--- src/rtl/register_file_32x32_pkg.sv ---
// Shared widths and constants for the 32x32 CPU register file.
package register_file_32x32_pkg;
    localparam int DATA_WIDTH     = 32;
    localparam int REG_ADDR_WIDTH = 5;
    localparam int REG_COUNT      = 32;
    localparam logic [REG_ADDR_WIDTH-1:0] ZERO_REG = '0;
endpackage

--- src/rtl/register_file_32x32_if.sv ---
// Register-file bus: one write port, two read ports, read/write strobes.
interface register_file_32x32_if;
    import register_file_32x32_pkg::*;
    logic                      READ;
    logic                      WRITE;
    logic [REG_ADDR_WIDTH-1:0] ADDR_R1;
    logic [REG_ADDR_WIDTH-1:0] ADDR_R2;
    logic [REG_ADDR_WIDTH-1:0] ADDR_W;
    logic [DATA_WIDTH-1:0]     DATA_W;
    logic [DATA_WIDTH-1:0]     DATA_R1;
    logic [DATA_WIDTH-1:0]     DATA_R2;

    modport master (
        output READ, WRITE, ADDR_R1, ADDR_R2, ADDR_W, DATA_W,
        input  DATA_R1, DATA_R2
    );
    modport slave (
        input  READ, WRITE, ADDR_R1, ADDR_R2, ADDR_W, DATA_W,
        output DATA_R1, DATA_R2
    );
endinterface

--- src/rtl/decoder_5x32.sv ---
// Write-address one-hot decode, gated by the write strobe.
module decoder_5x32
    import register_file_32x32_pkg::*;
(
    input  logic                      i_en,
    input  logic [REG_ADDR_WIDTH-1:0] i_addr,
    output logic [REG_COUNT-1:0]      o_onehot
);
    // The enable is tested first so an unknown address with i_en=0 yields all zeros.
    always_comb begin
        o_onehot = '0;
        if (i_en) o_onehot[i_addr] = 1'b1;
    end
endmodule

--- src/rtl/mux32_32x1.sv ---
// 32-bit wide, 32-input read multiplexer.
module mux32_32x1
    import register_file_32x32_pkg::*;
(
    input  logic [REG_COUNT-1:0][DATA_WIDTH-1:0] i_d,
    input  logic [REG_ADDR_WIDTH-1:0]            i_sel,
    output logic [DATA_WIDTH-1:0]                o_y
);
    assign o_y = i_d[i_sel];
endmodule

--- src/rtl/reg32_ld.sv ---
// 32-bit D register with load enable and asynchronous active-high reset to 0.
module reg32_ld
    import register_file_32x32_pkg::*;
(
    input  logic                  i_clk,
    input  logic                  i_rst,
    input  logic                  i_ld,
    input  logic [DATA_WIDTH-1:0] i_d,
    output logic [DATA_WIDTH-1:0] o_q
);
    logic [DATA_WIDTH-1:0] r_q;

    always_ff @(posedge i_clk or posedge i_rst) begin
        if (i_rst)     r_q <= '0;
        else if (i_ld) r_q <= i_d;
    end

    assign o_q = r_q;
endmodule

--- src/rtl/register_file_32x32.sv ---
// CPU register file: r0 hardwired to zero, registers 1-31, two registered
// read ports with read-before-write ordering on a shared edge.
module register_file_32x32
    import register_file_32x32_pkg::*;
(
    input  logic                  CLK,
    input  logic                  RST,
    register_file_32x32_if.slave  bus
);
    logic [REG_COUNT-1:0]                 w_wr_en;
    logic [REG_COUNT-1:0][DATA_WIDTH-1:0] w_regs;
    logic [DATA_WIDTH-1:0]                w_mux_r1;
    logic [DATA_WIDTH-1:0]                w_mux_r2;
    logic                                 w_unused_wr0;

    decoder_5x32 u_dec (
        .i_en     (bus.WRITE),
        .i_addr   (bus.ADDR_W),
        .o_onehot (w_wr_en)
    );

    // r0 has no storage; its decode line is intentionally left dangling.
    assign w_regs[ZERO_REG] = '0;
    assign w_unused_wr0     = w_wr_en[ZERO_REG];

    for (genvar i = 1; i < REG_COUNT; i++) begin : g_reg
        reg32_ld u_reg (
            .i_clk (CLK),
            .i_rst (RST),
            .i_ld  (w_wr_en[i]),
            .i_d   (bus.DATA_W),
            .o_q   (w_regs[i])
        );
    end

    mux32_32x1 u_mux_r1 (.i_d(w_regs), .i_sel(bus.ADDR_R1), .o_y(w_mux_r1));
    mux32_32x1 u_mux_r2 (.i_d(w_regs), .i_sel(bus.ADDR_R2), .o_y(w_mux_r2));

    // Read registers sample pre-edge register contents, giving read-before-write.
    reg32_ld u_rd1 (
        .i_clk (CLK),
        .i_rst (RST),
        .i_ld  (bus.READ),
        .i_d   (w_mux_r1),
        .o_q   (bus.DATA_R1)
    );

    reg32_ld u_rd2 (
        .i_clk (CLK),
        .i_rst (RST),
        .i_ld  (bus.READ),
        .i_d   (w_mux_r2),
        .o_q   (bus.DATA_R2)
    );
endmodule

--- src/flat_wrapper.sv ---
// flat-port wrapper written by rule: the top's interface ports become plain ports
module register_file_32x32_flat import register_file_32x32_pkg::*;
  (CLK, RST, bus_READ, bus_WRITE, bus_ADDR_R1, bus_ADDR_R2, bus_ADDR_W, bus_DATA_W, bus_DATA_R1, bus_DATA_R2);
  register_file_32x32_if bus_i ();
  input  logic CLK;
  input  logic RST;
  input wire logic [$bits(bus_i.READ)-1:0] bus_READ;
  input wire logic [$bits(bus_i.WRITE)-1:0] bus_WRITE;
  input wire logic [$bits(bus_i.ADDR_R1)-1:0] bus_ADDR_R1;
  input wire logic [$bits(bus_i.ADDR_R2)-1:0] bus_ADDR_R2;
  input wire logic [$bits(bus_i.ADDR_W)-1:0] bus_ADDR_W;
  input wire logic [$bits(bus_i.DATA_W)-1:0] bus_DATA_W;
  output wire logic [$bits(bus_i.DATA_R1)-1:0] bus_DATA_R1;
  output wire logic [$bits(bus_i.DATA_R2)-1:0] bus_DATA_R2;
  assign bus_i.READ = bus_READ;
  assign bus_i.WRITE = bus_WRITE;
  assign bus_i.ADDR_R1 = bus_ADDR_R1;
  assign bus_i.ADDR_R2 = bus_ADDR_R2;
  assign bus_i.ADDR_W = bus_ADDR_W;
  assign bus_i.DATA_W = bus_DATA_W;
  assign bus_DATA_R1 = bus_i.DATA_R1;
  assign bus_DATA_R2 = bus_i.DATA_R2;
  register_file_32x32 u_core (.CLK(CLK), .RST(RST), .bus(bus_i));
endmodule
--- config.mk ---
export PLATFORM = sky130hd
export DESIGN_NAME = register_file_32x32_flat
export DESIGN_NICKNAME = d
export VERILOG_FILES = /design/src/rtl/register_file_32x32_pkg.sv /design/src/rtl/register_file_32x32_if.sv /design/src/rtl/decoder_5x32.sv /design/src/rtl/mux32_32x1.sv /design/src/rtl/reg32_ld.sv /design/src/rtl/register_file_32x32.sv /design/src/flat_wrapper.sv
export SDC_FILE = /design/constraint.sdc
export NUM_CORES = 2
export LEC_CHECK = 0
export BUFFER_PORTS_ARGS = -buffer_cell sky130_fd_sc_hd__buf_2
export CAP_MARGIN = 15
export CORE_AREA = 5 5 455 502
export DETAILED_ROUTE_END_ITERATION = 8
export DIE_AREA = 0 0 460 507
export PLACE_DENSITY = 0.36
export SYNTH_ARGS = -nofsm -noshare
export SYNTH_HDL_FRONTEND = slang
export SYNTH_SLANG_ARGS = --single-unit
--- constraint.sdc ---
create_clock -name CLK -period 32.7 [get_ports CLK]
set_clock_uncertainty 0.1 [all_clocks]
set_input_delay 1.635 -clock CLK [delete_from_list [all_inputs] [get_ports CLK]]
set_output_delay 1.635 -clock CLK [all_outputs]
set_load 0.01 [all_outputs]
After elaboration in Yosys (flattened, before gate mapping)
Index checks and enable logic that the tools add are counted.
- ROM bits: 0
- bits in latches: 0
- word-level logic and storage cells: 45
- output and inout bits: 64
- bits in writable memories: 0
- input port bits: 51
- register bits after elaboration: 1056
- memories: 0
- magnitude comparators: 4
- shift-type cells: 0
- $add $sub $neg: 0
- bitwise gates (word level): 0
- eq/ne operators: 0
- divide/modulo/power cells: 0
- mux-type cells: 7
- reduce and logical (&&, ||, !) cells: 1
- $mul: 0
- operators by type and width (cell ; number):
    $bmux W32 S5 ; 2
    $mux W32 ; 3
    $lt A5 B6 Y1 const B ; 3
    $demux W1 S5 ; 1
    $ge A5 B1 Y1 const B ; 1
    $logic_and A1 B1 Y1 ; 1
    $mux W1 ; 1

Depth between registers and ports, before layout
- word-level depth: 5
- mapped depth: 9
- mapped depth without buffers: 5

By module
From an unflattened synthesis, not the netlist that was laid out.
- cell total of the unflattened synthesis: 4641
- area, all modules: 62518.7 um^2
- modules (own cells, without submodules) (module ; area an instance (um^2) ; seq. area each (um^2) ; instances ; cells an instance):
    reg32_ld ; 1348.8 ; 800.8 ; 33 ; 69
    mux32_32x1 ; 8887.3 ; 0.0 ; 2 ; 1158
    decoder_5x32 ; 230.2 ; 0.0 ; 1 ; 47
    register_file_32x32 ; 3.8 ; 0.0 ; 1 ; 1

Worst setup path before layout
OpenSTA, ideal clock, no wires.
- kind: in2reg
- start point: in bus_ADDR_R2[1]
- end point: reg u_core.u_rd2.r_q[10] (netlist: u_core.u_rd2.o_q[10])
- buffers on the path: 3
- data arrival time: 3.181 ns
- setup slack: 29.295 ns
- stages on the path: 7
- path through: buf_2 -> buf_2 -> clkbuf_1 -> mux4_2 -> a22oi_1 -> a21oi_1 -> a211o_1
- longest elaborated chain between the ends: 2
- ends and longest elaborated chain (element ; line ; text):
    start: declaration ; flat_wrapper.sv:10 ; input wire logic [$bits(bus_i.ADDR_R2)-1:0] bus_ADDR_R2;
    $bmux W32 S5 ; mux32_32x1.sv:9 ; assign o_y = i_d[i_sel];
    $mux W32 (implied by the code) ; mux32_32x1.sv:9 ;
    end signal: assignment ; reg32_ld.sv:15 ; else if (i_ld) r_q <= i_d;
    end: declaration ; reg32_ld.sv:11 ; logic [DATA_WIDTH-1:0] r_q;
Every way passes these cells. The select of a mux whose other input is x is not followed.
A chain may end at the register's enable or synchronous reset.

Worst setup path after layout
- start point: in bus_ADDR_R2[0]
- end point: reg u_core.u_rd2.r_q[2] (netlist: u_core.u_rd2.o_q[2])
Same word-level chain as after synthesis.

==> impl_metrics.py <==
metrics = {
    "global_route": {
        "grt_overflow": 0,
        "grt_first_pass_wirelength_mm": 327,
        "busiest_layer": "met2",
        "grt_util_met3": 0.0283,
        "met1_usage": 0.262,
        "track_usage": 0.199,
        "grtUsageMet2": 0.341,
        "first_global_vias": 38158,
        "antenna_found_initial": 22,
        "grt_max_degree": 154,
    },
    "placed_design": {
        "dp_hpwl_mm": 128,
        "io_buffers": 114,
        "gp_congestion": 0.724,
    },
    "die": {
        "die_w_um": 460,
        "start_util": 0.248,
        "io_pins": 115,
        "core_region_area_um2": 223000,
        "die_h_um": 507,
        "die_area_um2": 233000,
        "rows": 182,
    },
    "cts": {
        "clockBufferDepth": 3,
        "clock-sinks": 1056,
        "clkLatencyLatePin_ns": 0.80,
        "post_cts_buffers": 0,
        "post_cts_resized": 0,
        "hold_buffers": 0,
        "clkTransAtPathRegs_ns": 0.06,
        "cts_max_level": 4,
        "cts-root-buf": "clkbuf_16",
        "numCtsBuffers": 132,
        "cts_tree": "built",
    },
    "synthesis": {
        "synth_top_area_cell": "dfrtp_1",
        "syn_inst": 3864,
        "ys_top_cells_by_count": "mux2_2 (1061), dfrtp_1 (1056), mux4_2 (360)",
        "ys.flop_type": "dfrtp_1",
        "seq_area_frac_synth": 0.478,
        "async_flop_share": 1.00,
        "synth_edf_count": 0,
        "muxShareOfSynthArea": 0.394,
        "avgSynthCellArea_um2": 14.3,
        "synth_xor_area_frac": 0,
        "yosysWarningCount": 0,
        "synth-seq-cells": 1056,
        "syn_nets": 3915,
        "synth_top_family_by_area": "multiplexers",
        "netlist_top_cells_area": "dfrtp_1 (48%), mux2_2 (22%), mux4_2 (15%)",
        "synth_compound_area_frac": 0.0659,
        "synth.top_cell.area_share": 0.478,
        "yosys.area_share.simple": 0.0276,
        "synth_fa_ha_area_frac": 0,
        "synth.most_common_cell": "mux2_2",
        "synthesis.area_um2": 55200,
        "ys_types": 46,
    },
    "power_and_ir_drop": {
        "p_leak_uw": 0.0268,
        "ir_drop_v": 0.0000609,
        "finalPower_uw": 4030,
        "power.density_nw_per_um2": 63.8,
    },
    "worst_setup_path": {
        "cp_max_fo": 36,
        "path_class": "in -> reg",
        "start_kind": "input pin",
        "critPathCaptureType": "flop",
        "cp.required_ns": 33.26,
        "crit_arrival_ns": 5.93,
    },
    "sta": {
        "max_slew_margin": 0.213,
        "fin_crit_sh": 0.164,
        "finalCriticalPeriod_ns": 5.37,
        "hold_slack_ns": 0.403,
        "hold_viol_final": 0,
        "fmax_ghz": 0.186,
        "grt_setup_unrepaired": "no",
        "drv_slew": 0,
        "setup_viol": 0,
        "tns_ns": 0,
        "timing_worst_slew_pin_value_ns": 1.18,
    },
    "detailed_routing": {
        "finalWirelength_mm": 234,
        "vias_per_cell": 5.30,
        "drt_pass1_iterations": 8,
        "drc": 0,
        "vias": 36276,
        "drtAntennaViolNets": 0,
        "drtIter0Drc": 2633,
        "routedWlPerCell_um": 34.2,
    },
    "layout": {
        "final_util": 0.284,
        "multiInputGateArea_um2": 27300,
        "num-nets-final": 3847,
        "areaGrowthSynthToFinish_pct": 14.5,
        "drive_gt1_frac": 0.486,
        "n_fill_cell": 22635,
        "area.sequential_um2": 26400,
    },
    "status": {
        "status": "finished clean",
    },
    "job": {
        "maxCapViolCount": 0,
    },
    "hold_path": {
        "hold_class": "reg -> reg",
    },
}
-- power breakdown --
part           switching [uW]  total (uW)  internal (uW)
Sequential                196        1760           1560
Combinational             325         752            426
Clock                     623        1530            902
-- final cells by class --
class                   instances  area share
flip-flops and latches       1056       0.418
multi-input cells            2399       0.431
clock buffers                 202      0.0641
clock inverters                32     0.00619
repair buffers                204      0.0218
inverters                       3    0.000316
diodes                          8    0.000316
well taps                    2944      0.0582
-- per-layer routing --
layer | vias to the layer above | part of all wire
met5 | - | 0.00031
met4 | 10 | 0.030
met3 | 298 | 0.038
met2 | 910 | 0.50
met1 | 20194 | 0.44
li1 | 14864 | -
-- worst paths after layout --
check                                                           start                                         to  slack (ns)  depth (start not counted)
max in group asynchronous                                         RST  u_core.g_reg[14].u_reg.o_q[9]$_DFFE_PP0P_       28.58                          5
max reg2reg                u_core.g_reg[27].u_reg.o_q[13]$_DFFE_PP0P_           u_core.u_rd1.o_q[13]$_DFFE_PP0P_       30.81                          4
min reg2reg                          u_core.u_rd2.o_q[13]$_DFFE_PP0P_           u_core.u_rd2.o_q[13]$_DFFE_PP0P_        0.40                          1
min                                  u_core.u_rd2.o_q[13]$_DFFE_PP0P_           u_core.u_rd2.o_q[13]$_DFFE_PP0P_        0.40                          1
max                                                    bus_ADDR_R2[0]            u_core.u_rd2.o_q[2]$_DFFE_PP0P_       27.33                          9
min in group asynchronous                                         RST  u_core.g_reg[16].u_reg.o_q[1]$_DFFE_PP0P_        0.86                          2
-- stage by stage --
stage / instances / cell area, um2 / setup WS, ns
final: 6848 / 63300 / 27.33
after global routing: 6843 / 63300 / 26.97
after CTS: 6840 / 63300 / 27.26
after detailed placement: 6606 / 58800 / 26.40
after global placement: 6605 / 58800 / 26.39
after floorplan: 3864 / 55200 / 1.24
-- sequential cells by signal, summed over array words and instances (netlist names) --
name / cells
u_core.u_rd1.o_q: 32
u_core.u_rd2.o_q: 32
u_core.g.u_reg.o_q: 992
-- kinds of logic (layout without fill, tap and decap cells) --
family	count (synthesis)	count (layout)
other cells	0	8
mux	1594	1594
simple gates	316	316
buf+inv	409	441
flops	1056	1056
compound gates	489	489
-- cells in the final DEF (no fill, tap or decap), drive strengths merged, types with 6 or more instances in the layout --
master	n
buf	204
and3	7
bufinv	6
a211oi	16
diode	8
o211ai	41
clkbuf	202
o211a	11
a221o	31
nor3	13
inv	7
nor3b	9
a31oi	15
o22ai	46
o32ai	30
a22oi	99
o311ai	6
a211o	31
clkinv	22
mux4	360
mux2	1061
a32oi	6
nor2	111
a221oi	39
a21oi	78
nand4	20
nor2b	46
a2111oi	23
nand2	71
nand2b	17
o21ai	15
nand3b	6
mux2i	173
dfrtp	1056
-- worst max-delay path, stage by stage --
cell     delay (ns)
buf_8          0.26
buf_4          0.67
buf_4          0.67
buf_4          0.73
buf_4          0.61
mux4_2         0.59
a22oi_1        0.20
a21oi_1        0.11
a211o_1        0.31
Power figures use the tool's default switching activity.
